[config.mk]
export PLATFORM = sky130hd
export DESIGN_NAME = modbus_req_sequencer
export DESIGN_NICKNAME = d
export VERILOG_FILES = /design/src/rtl/modbus_req_sequencer.sv
export SDC_FILE = /design/constraint.sdc
export NUM_CORES = 1
export LEC_CHECK = 0
export BUFFER_PORTS_ARGS = -buffer_cell sky130_fd_sc_hd__buf_2
export CAP_MARGIN = 20
export CORE_ASPECT_RATIO = 0.5
export CORE_MARGIN = 4
export CORE_UTILIZATION = 56
export CTS_CLUSTER_SIZE = 20
export DETAILED_ROUTE_END_ITERATION = 6
export PLACE_DENSITY = 0.89
export SYNTH_ARGS = -nofsm -noshare
export SYNTH_HDL_FRONTEND = slang
export SYNTH_SLANG_ARGS = --single-unit
[constraint.sdc]
create_clock -name clk_in -period 5 [get_ports clk_in]
set_input_delay 1 -clock clk_in [delete_from_list [all_inputs] [get_ports clk_in]]
set_output_delay 1 -clock clk_in [all_outputs]
set_load 0.05 [all_outputs]
[src/rtl/modbus_req_sequencer.sv]
// modbus_req_sequencer: per-frame sequencer for the Modbus RTU slave request path.
// Waits for CRC and request check after each received frame, then either drops
// the frame or launches one response job, and blocks new frames until tx_done.
// Optional: define MB_SEQ_TIMEOUT_EN to build the CRC_WAIT/TX_WAIT watchdog
// that drives seq_abort; without it seq_abort is constant 0.
module modbus_req_sequencer #(
   parameter logic [7:0]  SLAVE_ID   = 8'h01,
   parameter int          CHK_WINDOW = 8,
   parameter logic [15:0] TX_TIMEOUT = 16'hFFFF
) (
   input  logic       clk_in,
   input  logic       rst_n_in,
   input  logic       rx_message_done,
   input  logic [7:0] rx_station,
   input  logic [7:0] func_code,
   input  logic       crc_done,
   input  logic       exception_done,
   input  logic [7:0] exception,
   input  logic       tx_done,
   output logic       busy,
   output logic       resp_start,
   output logic       resp_exc,
   output logic [7:0] resp_func,
   output logic [7:0] resp_code,
   output logic       frame_drop,
   output logic       frame_overrun,
   output logic       seq_abort
);

   typedef enum logic [2:0] {
      S_IDLE     = 3'd0,
      S_CRC_WAIT = 3'd1,
      S_CHK_WAIT = 3'd2,
      S_DISPATCH = 3'd3,
      S_TX_WAIT  = 3'd4
   } state_t;

   state_t     state_q, state_d;
   logic [7:0] station_q, station_d;
   logic [7:0] func_q, func_d;
   logic [7:0] cnt_q, cnt_d;
   logic       busy_q, busy_d;
   logic       start_q, start_d;
   logic       exc_q, exc_d;
   logic [7:0] rfunc_q, rfunc_d;
   logic [7:0] code_q, code_d;
   logic       drop_q, drop_d;
   logic       ovr_q, ovr_d;
`ifdef MB_SEQ_TIMEOUT_EN
   logic [15:0] wd_q, wd_d;
   logic        abort_q, abort_d;
`endif

   // Next-state and next-output logic; every output is taken from a flop.
   always_comb begin
      state_d   = state_q;
      station_d = station_q;
      func_d    = func_q;
      cnt_d     = cnt_q;
      exc_d     = exc_q;
      rfunc_d   = rfunc_q;
      code_d    = code_q;
      start_d   = 1'b0;
      drop_d    = 1'b0;
      // A frame arriving while a previous one is in flight is never latched.
      ovr_d     = rx_message_done && (state_q != S_IDLE);
`ifdef MB_SEQ_TIMEOUT_EN
      wd_d      = wd_q;
      abort_d   = 1'b0;
`endif
      case (state_q)
         S_IDLE: begin
            if (rx_message_done) begin
               station_d = rx_station;
               func_d    = func_code;
               if (rx_station == SLAVE_ID || rx_station == 8'h00) begin
                  state_d = S_CRC_WAIT;
`ifdef MB_SEQ_TIMEOUT_EN
                  wd_d    = 16'd0;
`endif
               end else begin
                  drop_d = 1'b1;
               end
            end
         end
         S_CRC_WAIT: begin
            if (crc_done) begin
               state_d = S_CHK_WAIT;
               cnt_d   = 8'd0;
            end
`ifdef MB_SEQ_TIMEOUT_EN
            else if (wd_q == TX_TIMEOUT - 16'd1) begin
               abort_d = 1'b1;
               state_d = S_IDLE;
            end else begin
               wd_d = wd_q + 16'd1;
            end
`endif
         end
         S_CHK_WAIT: begin
            // exception_done has priority over the window running out.
            if (exception_done) begin
               code_d  = exception;
               state_d = S_DISPATCH;
               // Outputs are registered, so the DISPATCH-cycle pulses are
               // decided on the edge that enters DISPATCH.
               if (station_q == 8'h00) begin
                  drop_d = 1'b1;
               end else begin
                  start_d = 1'b1;
                  exc_d   = |exception;
                  rfunc_d = func_q | {|exception, 7'b0};
               end
            end else if (cnt_q == 8'(CHK_WINDOW - 1)) begin
               drop_d  = 1'b1;
               state_d = S_IDLE;
            end else begin
               cnt_d = cnt_q + 8'd1;
            end
         end
         S_DISPATCH: begin
            if (station_q == 8'h00) begin
               state_d = S_IDLE;
            end else begin
               state_d = S_TX_WAIT;
`ifdef MB_SEQ_TIMEOUT_EN
               wd_d    = 16'd0;
`endif
            end
         end
         S_TX_WAIT: begin
            if (tx_done) begin
               state_d = S_IDLE;
            end
`ifdef MB_SEQ_TIMEOUT_EN
            else if (wd_q == TX_TIMEOUT - 16'd1) begin
               abort_d = 1'b1;
               state_d = S_IDLE;
            end else begin
               wd_d = wd_q + 16'd1;
            end
`endif
         end
         default: state_d = S_IDLE;
      endcase
      busy_d = (state_d != S_IDLE);
   end

   // State, latches and registered outputs; async reset clears everything.
   always_ff @(posedge clk_in or negedge rst_n_in) begin
      if (!rst_n_in) begin
         state_q   <= S_IDLE;
         station_q <= 8'd0;
         func_q    <= 8'd0;
         cnt_q     <= 8'd0;
         busy_q    <= 1'b0;
         start_q   <= 1'b0;
         exc_q     <= 1'b0;
         rfunc_q   <= 8'd0;
         code_q    <= 8'd0;
         drop_q    <= 1'b0;
         ovr_q     <= 1'b0;
`ifdef MB_SEQ_TIMEOUT_EN
         wd_q      <= 16'd0;
         abort_q   <= 1'b0;
`endif
      end else begin
         state_q   <= state_d;
         station_q <= station_d;
         func_q    <= func_d;
         cnt_q     <= cnt_d;
         busy_q    <= busy_d;
         start_q   <= start_d;
         exc_q     <= exc_d;
         rfunc_q   <= rfunc_d;
         code_q    <= code_d;
         drop_q    <= drop_d;
         ovr_q     <= ovr_d;
`ifdef MB_SEQ_TIMEOUT_EN
         wd_q      <= wd_d;
         abort_q   <= abort_d;
`endif
      end
   end

   assign busy          = busy_q;
   assign resp_start    = start_q;
   assign resp_exc      = exc_q;
   assign resp_func     = rfunc_q;
   assign resp_code     = code_q;
   assign frame_drop    = drop_q;
   assign frame_overrun = ovr_q;
`ifdef MB_SEQ_TIMEOUT_EN
   assign seq_abort     = abort_q;
`else
   // No watchdog: constant 0; TX_TIMEOUT is kept only for a uniform interface.
   assign seq_abort     = 1'b0 & (|TX_TIMEOUT);
`endif

endmodule

==> impl_metrics.csv, run 1 <==
group,metric,value,unit
routing,drt_iter0_drc,59,
clock_tree,h-tree-depth,2,
yosys,postSynth.asyncResetShare,1.00,
timing,layout_min_cycle_time,2.50,ns
critical_path,crit_slowest_cell,"a21oi_2",
global_routing,gr-total-overflow,0,
pwr,power.share.switching,0.438,
clock_tree,holdBufCountCts,0,
clock_tree,clock_sinks,48,
clock_tree,clk_latency,0.31,ns
clock_tree,numCtsBuffers,5,
run_status,status,"finished clean",
worst_hold_path,holdCritPathClass,"register to register",
floorplanning,ios,52,
global_routing,first_global_vias,1505,
floorplanning,die_w,94.2,microns
placement,place_hpwl,2970,microns
pwr,power_density,638,nW/um^2
critical_path,crit_path_end_kind,"register",
yosys,yosysUniqueCellTypes,43,
floorplanning,start_util,0.595,
routing,vias,1385,
placement,io_buffers,50,
timing,fin_crit_sh,0.500,
yosys,yosys_register_bits,48,
critical_path,cp.arrival,2.69,ns
yosys,synth_top_cell_area_share,0.578,
cells_and_area,n_antenna_cell,0,
timing,fin_skew,0.00387,ns
run,maxCapViolations,0,
critical_path,critical_path.cell_chain,"buf_2 > nand4bb_1 > a21oi_2 > mux2_1",
pwr,power_switching,0.000690,W
timing,setup_ws,2.50,ns
yosys,synth_flop_cell,"dfrtp_1",
cells_and_area,nets,236,
timing,hold_viol,0,
yosys,synth-edff-count,0,
clock_tree,clk_path_buf_depth,2,
yosys,ys_warn_count,0,
timing,rsz0062_at_grt,"no",
yosys,syn_nets,185,
pwr,ir_drop,0.390,mV
clock_tree,postCtsSetupRepairBufs,0,
pwr,p_leak,1.12,nW
placement,gp_congestion,0.866,
floorplanning,die_area,4810,sq um
yosys,yosysSeqAreaShare,0.578,
timing,slew_viol_final,0,
timing,slew_headroom,0.469,
routing,ant_nets,0,
placement,dp_slack,2.17,ns
yosys,netlist_instances,154,
yosys,yosysTopAreaCell,"dfrtp_1",
pwr,power_frac_comb,0.426,
critical_path,cp_top_family,"compound AO/OA/AOI/OAI gates",
cells_and_area,layout-drive-gt1-share,0.379,
timing,fmax,0.400,GHz
floorplanning,die_y,51.1,microns
routing,wl_per_cell,15.7,microns
timing,tightest_slew,0.797,ns
floorplanning,design.core.area,3490,sq um
clock_tree,cts.repair.resized,0,
critical_path,path_max_fanout,12,
floorplanning,num_rows,15,
global_routing,grt_pass1_wl,7020,microns
cells_and_area,fillers,245,
global_routing,grt_max_degree,49,
routing,wl,4050,microns
timing,tns,0,ns
routing,routed_via_density,5.39,
cells_and_area,area_delta_synth_final,18.8,%
yosys,synth_area_leaders,"dfrtp_1, mux2_1, mux2_2",
timing,setup_viol,0,
routing,firstDrtPassIters,4,
pwr,internal_power,0.000885,W
global_routing,grt_usage,0.191,
clock_tree,clk_pin_slew,0.08,ns
critical_path,worst_setup_path_start_kind,"primary input",
routing,drc,0,
critical_path,path_class,"primary input to register",
yosys,syn_area,2080,sq um
global_routing,antenna_found_initial,0,
pwr,seq_power_share,0.420,
critical_path,path_buf_inv,1,
pwr,clockPowerShare,0.155,
yosys,syn_area_per_cell,13.5,sq um
clock_tree,cts-root-buf,"clkbuf_8",
critical_path,cp_data_required_time,5.19,ns
critical_path,critPathMaxStageDelay,0.67,ns
clock_tree,cts_tree,"yes",
-- synth_stat cells, types with 3 or more instances --
library cell,instances
nor4_1,4
dfrtp_1,48
buf_4,3
nor3_1,3
mux2_1,23
buf_2,3
nor2_1,12
mux2_2,9
xnor2_1,5
nand2_1,4
-- area by class of cell --
cell class / instances / area [sq um] / share of cell area
Multi-Input combinational cell: 97 / 828 / 0.336
Sequential cell: 48 / 1200 / 0.487
Clock inverter: 2 / 15.0 / 0.00608
Inverter: 2 / 7.51 / 0.00304
Tap cell: 51 / 63.8 / 0.0258
Timing Repair Buffer: 51 / 270 / 0.109
Clock buffer: 6 / 82.6 / 0.0335
-- routing by layer --
metal	up-vias	GRT usage	share of wire
li1	651	-	-
met1	700	0.232	0.43
met2	25	0.324	0.52
met3	9	0.0529	0.036
met4	0	0.0791	0.020
met5	-	0	0
-- power by group through the flow --
stage	Clock (W)	Sequential [W]	Combinational [W]
2_1_floorplan	0	0.000915	0.000261
3_3_place_gp	0	0.000656	0.000654
3_5_place_dp	0	0.000664	0.000675
4_1_cts	0.000251	0.000661	0.000676
5_1_grt	0.000267	0.000682	0.000717
6_report	0.000244	0.000661	0.000670
-- cell usage in the layout, fill, tap and decap left out, types with 2 or more instances in the layout --
cell	Yosys	final
a21o_1	2	2
buf_2	3	50
clkbuf_8	0	6
clkinvlp_4	0	2
dfrtp_1	48	48
inv_1	2	2
mux2_1	23	23
mux2_2	9	9
nand2_1	4	4
nand2b_1	2	2
nand3_1	2	2
nand4bb_1	2	2
nor2_1	12	12
nor2b_1	2	2
nor3_1	3	3
nor4_1	4	4
nor4_2	2	2
xnor2_1	5	5
-- logic make-up after synthesis --
group	synth area share
compound gates	0.0470
xor+xnor	0.0211
fa+ha+maj	0.00602
buf+inv	0.0235
flops	0.578
mux	0.181
other cells	0.00180
simple gates	0.142
-- flip-flops by register name (all words and copies together) (netlist names) --
name	flops
cnt_q	8
resp_exc	1
busy	1
frame_drop	1
resp_code	8
station_q	8
frame_overrun	1
state_q	3
resp_func	8
resp_start	1
func_q	8
-- worst register-to-register path, stage by stage, from the launching register on --
cell	delay [ns]
dfrtp_1	0.46
nand4bb_1	0.59
a21oi_2	0.67
mux2_1	0.39
-- path summary, 6_finish.rpt --
check	startpoint	slack [ns]	depth (start not counted)	endpoint
worst max-delay path	exception_done	2.50	4	resp_func[2]
max in group asynchronous	rst_n_in	3.99	2	resp_code[5]
worst max register to register	state_q[0]	2.77	3	resp_func[2]
worst min register to register	resp_func[4]	0.49	1	resp_func[4]
worst min-delay path	resp_func[4]	0.49	1	resp_func[4]
min in group asynchronous	rst_n_in	0.54	1	cnt_q[6]
-- metrics by stage --
step,power (W),instances,cell area [sq um],util,hold WS [ns]
floorplan,0.00118,154,2080,-,0.454
global placement,0.00131,248,2350,0.673,0.463
detailed placement,0.00134,248,2350,0.673,0.474
CTS,0.00159,256,2450,0.701,0.495
global route,0.00167,257,2470,0.707,0.511
finish,0.00158,257,2470,0.707,0.494
No activity file was read; power rests on OpenSTA's default activity.
==> run 2: changes to the inputs <==
ABC_AREA = 1   (was not set)
CORE_UTILIZATION = 53   (was 56)
PLACE_DENSITY = 0.85   (was 0.89)
clock period = 2.4 ns   (was 5 ns; I/O delays follow)
==> run 2 against run 1 <==
Clock skew grew 0.00080 ns. Total power up 120%. Area after synthesis up 5.4%. Worst setup slack worse by 1.7 ns. Via count is 26% higher. Sequential cell count did not move. Final cell count up 39%. Critical path depth did not move. Sequential share of layout area fell by 1.9 points. Non-clock buffer count is the same. Register-to-register slack lost 2.0 ns. Die area increased by 9.9%. Critical endpoint is now func_q[3]. Largest power group unchanged. Highest routed layer unchanged.
==> impl_metrics.csv, run 2 <==
group,metric,value,unit
run_status,status,"finished clean",
yosys,ys_warn_count,0,
cells_and_area,final_area,2570,sq um
critical_path,cp.arrival,1.82,ns
clock_tree,h-tree-depth,2,
timing,slew_headroom,0.611,
yosys,syn_nets,279,
placement,place_hpwl,3210,microns
global_routing,first_global_vias,1612,
routing,drt_iter0_drc,63,
floorplanning,ios,52,
critical_path,r2r_slack,0.77,ns
yosys,synth_flop_cell,"dfrtp_1",
clock_tree,cts-root-buf,"clkbuf_8",
clock_tree,clk_pin_slew,0.09,ns
timing,hold_viol,0,
critical_path,crit_path_end_kind,"register",
yosys,synth-edff-count,0,
worst_hold_path,holdCritPathClass,"primary input to async pin",
cells_and_area,nets,332,
global_routing,antenna_found_initial,0,
critical_path,path_class,"register to register",
critical_path,critPathMaxStageDelay,0.46,ns
cells_and_area,layout_commonest_cell,"nand2_1",
yosys,syn_area,2190,sq um
yosys,synth_area_leaders,"dfrtp_1, nand2_1, mux2_2",
timing,fin_crit_sh,0.680,
critical_path,crit_slowest_cell,"dfrtp_1",
routing,wl,4220,microns
timing,rsz0062_at_grt,"no",
routing,firstDrtPassIters,4,
cells_and_area,final_cell_mix,"nand2_1, buf_2, dfrtp_1",
routing,wl_per_cell,11.8,microns
timing,fmax,0.613,GHz
pwr,power_density,1350,nW/um^2
global_routing,grt_pass1_wl,7180,microns
global_routing,gr-total-overflow,0,
clock_tree,clock_sinks,48,
clock_tree,holdBufCountCts,0,
floorplanning,die_y,53.5,microns
routing,vias,1748,
cells_and_area,layout-drive-gt1-share,0.268,
timing,tns,0,ns
timing,tightest_slew,0.584,ns
yosys,yosysSeqAreaShare,0.549,
floorplanning,die_area,5290,sq um
pwr,total_power,0.00348,W
cells_and_area,fillers,308,
clock_tree,clk_path_buf_depth,2,
pwr,p_leak,1.35,nW
cells_and_area,n_antenna_cell,0,
yosys,yosysUniqueCellTypes,28,
routing,routed_via_density,4.91,
yosys,synth_top_cell_area_share,0.549,
yosys,synth_most_common_cell,"nand2_1",
timing,slew_viol_final,0,
critical_path,worst_setup_path_start_kind,"register",
routing,drc,0,
placement,io_buffers,50,
clock_tree,cts.repair.resized,0,
floorplanning,num_rows,16,
timing,layout_min_cycle_time,1.63,ns
placement,dpl_cell_area,2470,sq um
floorplanning,design.core.area,3940,sq um
global_routing,grt_max_degree,49,
cells_and_area,area_delta_synth_final,17.3,%
timing,fin_skew,0.00468,ns
floorplanning,die_w,98.9,microns
timing,setup_viol,0,
yosys,yosysTopAreaCell,"dfrtp_1",
placement,gp_congestion,0.819,
critical_path,cp_top_family,"simple AND/OR/NAND/NOR gates",
clock_tree,numCtsBuffers,5,
routing,ant_nets,0,
pwr,ir_drop,0.710,mV
yosys,yosys_register_bits,48,
global_routing,grt_usage,0.175,
critical_path,path_max_fanout,24,
yosys,synth_top_cells_by_count,"nand2_1, dfrtp_1, nor2_1",
clock_tree,clk_latency,0.29,ns
critical_path,cp_data_required_time,2.58,ns
critical_path,critical_path.cell_chain,"nor2_1 > nand2_1 > nor2_4 > mux2_2",
yosys,postSynth.asyncResetShare,1.00,
clock_tree,postCtsSetupRepairBufs,0,
clock_tree,cts_tree,"yes",
critical_path,path_buf_inv,0,
yosys,syn_area_per_cell,8.83,sq um
yosys,netlist_instances,248,
floorplanning,start_util,0.555,
run,maxCapViolations,0,
run 2: cell families after synthesis:
family          after synthesis  synth area share
compound gates               20            0.0497
mux                          10            0.0514
simple gates                136             0.270
flops                        48             0.549
buf+inv                      29            0.0606
xor+xnor                      3            0.0120
fa+ha+maj                     1           0.00571
other cells                   1           0.00171
run 2: layout make-up:
cell class              count  area (sq um)  share of cell area
clock inverters             1          7.51             0.00292
clock buffers               7          86.3              0.0336
multi-input cells         171           856               0.333
inverters                  24          92.6              0.0360
well taps                  54          67.6              0.0263
repair buffers             51           258               0.100
flip-flops and latches     48          1200               0.468
run 2: worst paths after layout:
check,from,endpoint,cells after the start
min,rst_n_in,resp_code[5],2
max reg2reg,state_q[1],func_q[3],4
max in group asynchronous,rst_n_in,cnt_q[4],2
min in group clk_in,rx_station[0],station_q[0],3
min reg2reg,func_q[0],resp_func[0],2
max,state_q[1],func_q[3],4
run 2: through the flow:
| stage | util | hold slack [ns] | instances | worst slack, ns |
|---|---|---|---|---|
| after floorplan | - | 0.184 | 248 | 1.03 |
| after global placement | 0.628 | 0.453 | 348 | 0.831 |
| after detailed placement | 0.628 | 0.461 | 348 | 0.766 |
| after CTS | 0.651 | 0.294 | 356 | 0.765 |
| after global routing | 0.651 | 0.320 | 356 | 0.663 |
| final | 0.651 | 0.265 | 356 | 0.768 |
run 2: per-layer routing:
layer,vias to the layer above,GRT usage,share of wire
met5,-,0,0
met4,0,0.0408,0.0047
met3,5,0.0513,0.039
met2,30,0.301,0.51
met1,829,0.222,0.45
li1,884,-,-
run 2: report_power, final:
part	internal, W	leakage [nW]	switching (W)
registers	0.00115	0.600	0.000173
clock network	0.000234	0.0445	0.000253
logic	0.000445	0.706	0.00122
total	0.00183	1.35	0.00165
==> run 3: changes to the inputs <==
CORE_UTILIZATION = 48   (was 53)
PLACE_DENSITY = 0.81   (was 0.85)
clock period = 1.39 ns   (was 2.4 ns; I/O delays follow)
==> run 3 against run 2 <==
The flow now finishes with violations (setup timing). Critical endpoint is now resp_func[7]. Highest routed layer unchanged. Global-route usage increased by 0.72 points. Non-clock buffer count increased by 25. Clock skew decreased by 0.0012 ns. Final cell count increased by 8.1%. Sequential share of layout area decreased by 7.0 points. Combinational power increased by 140%. Critical path depth increased by 4. Sequential power increased by 78%. Die area increased by 9.2%.
==> impl_metrics.csv, run 3 (synthesis gave the netlist of run 2 again) <==
group,metric,value,unit
timing,fin_crit_sh,1.07,
critical_path,crit_slowest_cell,"dfrtp_1",
pwr,p_leak,1.56,nW
cells_and_area,layout_commonest_cell,"nand2_1",
critical_path,path_class,"register to register",
placement,gp_congestion,0.861,
clock_tree,clock_sinks,48,
routing,drt_iter0_drc,91,
clock_tree,numCtsBuffers,5,
routing,drc,0,
floorplanning,die_y,55.8,microns
run,maxCapViolations,0,
clock_tree,h-tree-depth,2,
timing,setup_viol,26,
global_routing,first_global_vias,1843,
critical_path,worst_setup_path_start_kind,"register",
floorplanning,die_area,5770,sq um
critical_path,cp_top_family,"simple AND/OR/NAND/NOR gates",
floorplanning,start_util,0.497,
critical_path,crit_cells,8,
critical_path,crit_path_end_kind,"register",
critical_path,cp_data_required_time,1.59,ns
routing,wl_per_cell,15.8,microns
pwr,ir_drop,1.51,mV
routing,firstDrtPassIters,4,
global_routing,grt_pass1_wl,8510,microns
placement,io_buffers,50,
timing,setup_ws,-0.0962,ns
run_status,violations,"setup timing",
floorplanning,design.core.area,4400,sq um
routing,wl,6090,microns
timing,fin_skew,0.00346,ns
critical_path,path_max_fanout,5,
pwr,power_density,2440,nW/um^2
critical_path,path_buf_inv,2,
floorplanning,ios,52,
global_routing,antenna_found_initial,0,
clock_tree,clk_path_buf_depth,2,
clock_tree,clk_pin_slew,0.09,ns
worst_hold_path,holdCritPathClass,"primary input to register",
critical_path,critPathMaxStageDelay,0.40,ns
clock_tree,cts-root-buf,"clkbuf_8",
floorplanning,num_rows,17,
cells_and_area,final_cell_mix,"nand2_1, buf_2, dfrtp_1",
global_routing,grt_usage,0.182,
clock_tree,cts_tree,"yes",
timing,layout_min_cycle_time,1.49,ns
global_routing,grt_max_degree,49,
placement,place_hpwl,3520,microns
cells_and_area,nets,358,
critical_path,cp.arrival,1.68,ns
global_routing,gr-total-overflow,0,
clock_tree,clk_latency,0.31,ns
critical_path,critical_path.cell_chain,"nor2_1 > nand3_1 > nor2_2 > nor2_4 > buf_4 > clkbuf_16 > o21ai_2 > nand2_1",
routing,vias,1986,
placement,dp_slack,-0.0455,ns
pwr,total_power,0.00738,W
critical_path,reg2regPathDepth,8,
cells_and_area,n_antenna_cell,0,
cells_and_area,area_delta_synth_final,38.2,%
cells_and_area,layout-drive-gt1-share,0.393,
timing,slew_viol_final,0,
worst_hold_path,holdPathStages,2,
timing,rsz0062_at_grt,"yes",
routing,ant_nets,0,
run_status,status,"complete, but fails checks",
timing,fmax,0.673,GHz
floorplanning,die_w,104,microns
routing,routed_via_density,5.16,
timing,hold_viol,0,
[run 3: layout make-up]
class	instances	area [sq um]
multi-input combinational	171	992
clock buffer	5	68.8
sequential	48	1200
clock inverter	3	46.3
fill	290	1380
inverter	24	105
timing repair inverter	1	7.51
tap	57	71.3
timing repair buffer	76	532
[run 3: per-layer routing]
metal | global-route usage | vias up | part of all wire
met5 | 0 | - | 0
li1 | - | 932 | -
met3 | 0.0463 | 13 | 0.044
met2 | 0.309 | 58 | 0.51
met1 | 0.231 | 983 | 0.43
met4 | 0.0644 | 0 | 0.019
[run 3: path summary, 6_finish.rpt]
path	startpoint	to	slack, ns
max	station_q[5]	resp_func[7]	-0.1
min	func_code[5]	func_q[5]	0.20
max reg2reg	station_q[5]	resp_func[7]	-0.1
min reg2reg	resp_func[2]	resp_func[2]	0.48
max in group asynchronous	rst_n_in	state_q[1]	0.69
min in group asynchronous	rst_n_in	resp_code[2]	0.47
[run 3: repair_timing]
| action | 4_1_cts | 5_1_grt |
|---|---|---|
| endpoints found under the hold margin | 48 | 0 |
| setup endpoints to repair | 27 | 31 |
| pin swaps | 1 | 13 |
| gates resized for setup | 2 | 42 |
| buffers inserted | 3 | 9 |
| gates cloned | 1 | 2 |
| hold buffers | 1 | 0 |
[run 3: where the power goes]
group | internal [W] | switching, W | total (W)
Combinational | 0.00141 | 0.00257 | 0.00398
Clock | 0.000542 | 0.000510 | 0.00105
Sequential | 0.00199 | 0.000367 | 0.00235
Total | 0.00394 | 0.00345 | 0.00738
[run 3: through the flow]
stage               setup TNS (ns)  std cells  utilization  hold WS (ns)  area (sq um)
global placement                 0        361        0.586         0.278          2580
finish                      -0.531        385        0.687         0.196          3030
detailed placement          -0.159        361        0.586         0.283          2580
CTS                        -0.0256        374        0.631         0.194          2780
floorplan                        0        248            -       -0.0176          2190
global route                 -2.24        385        0.687         0.184          3030
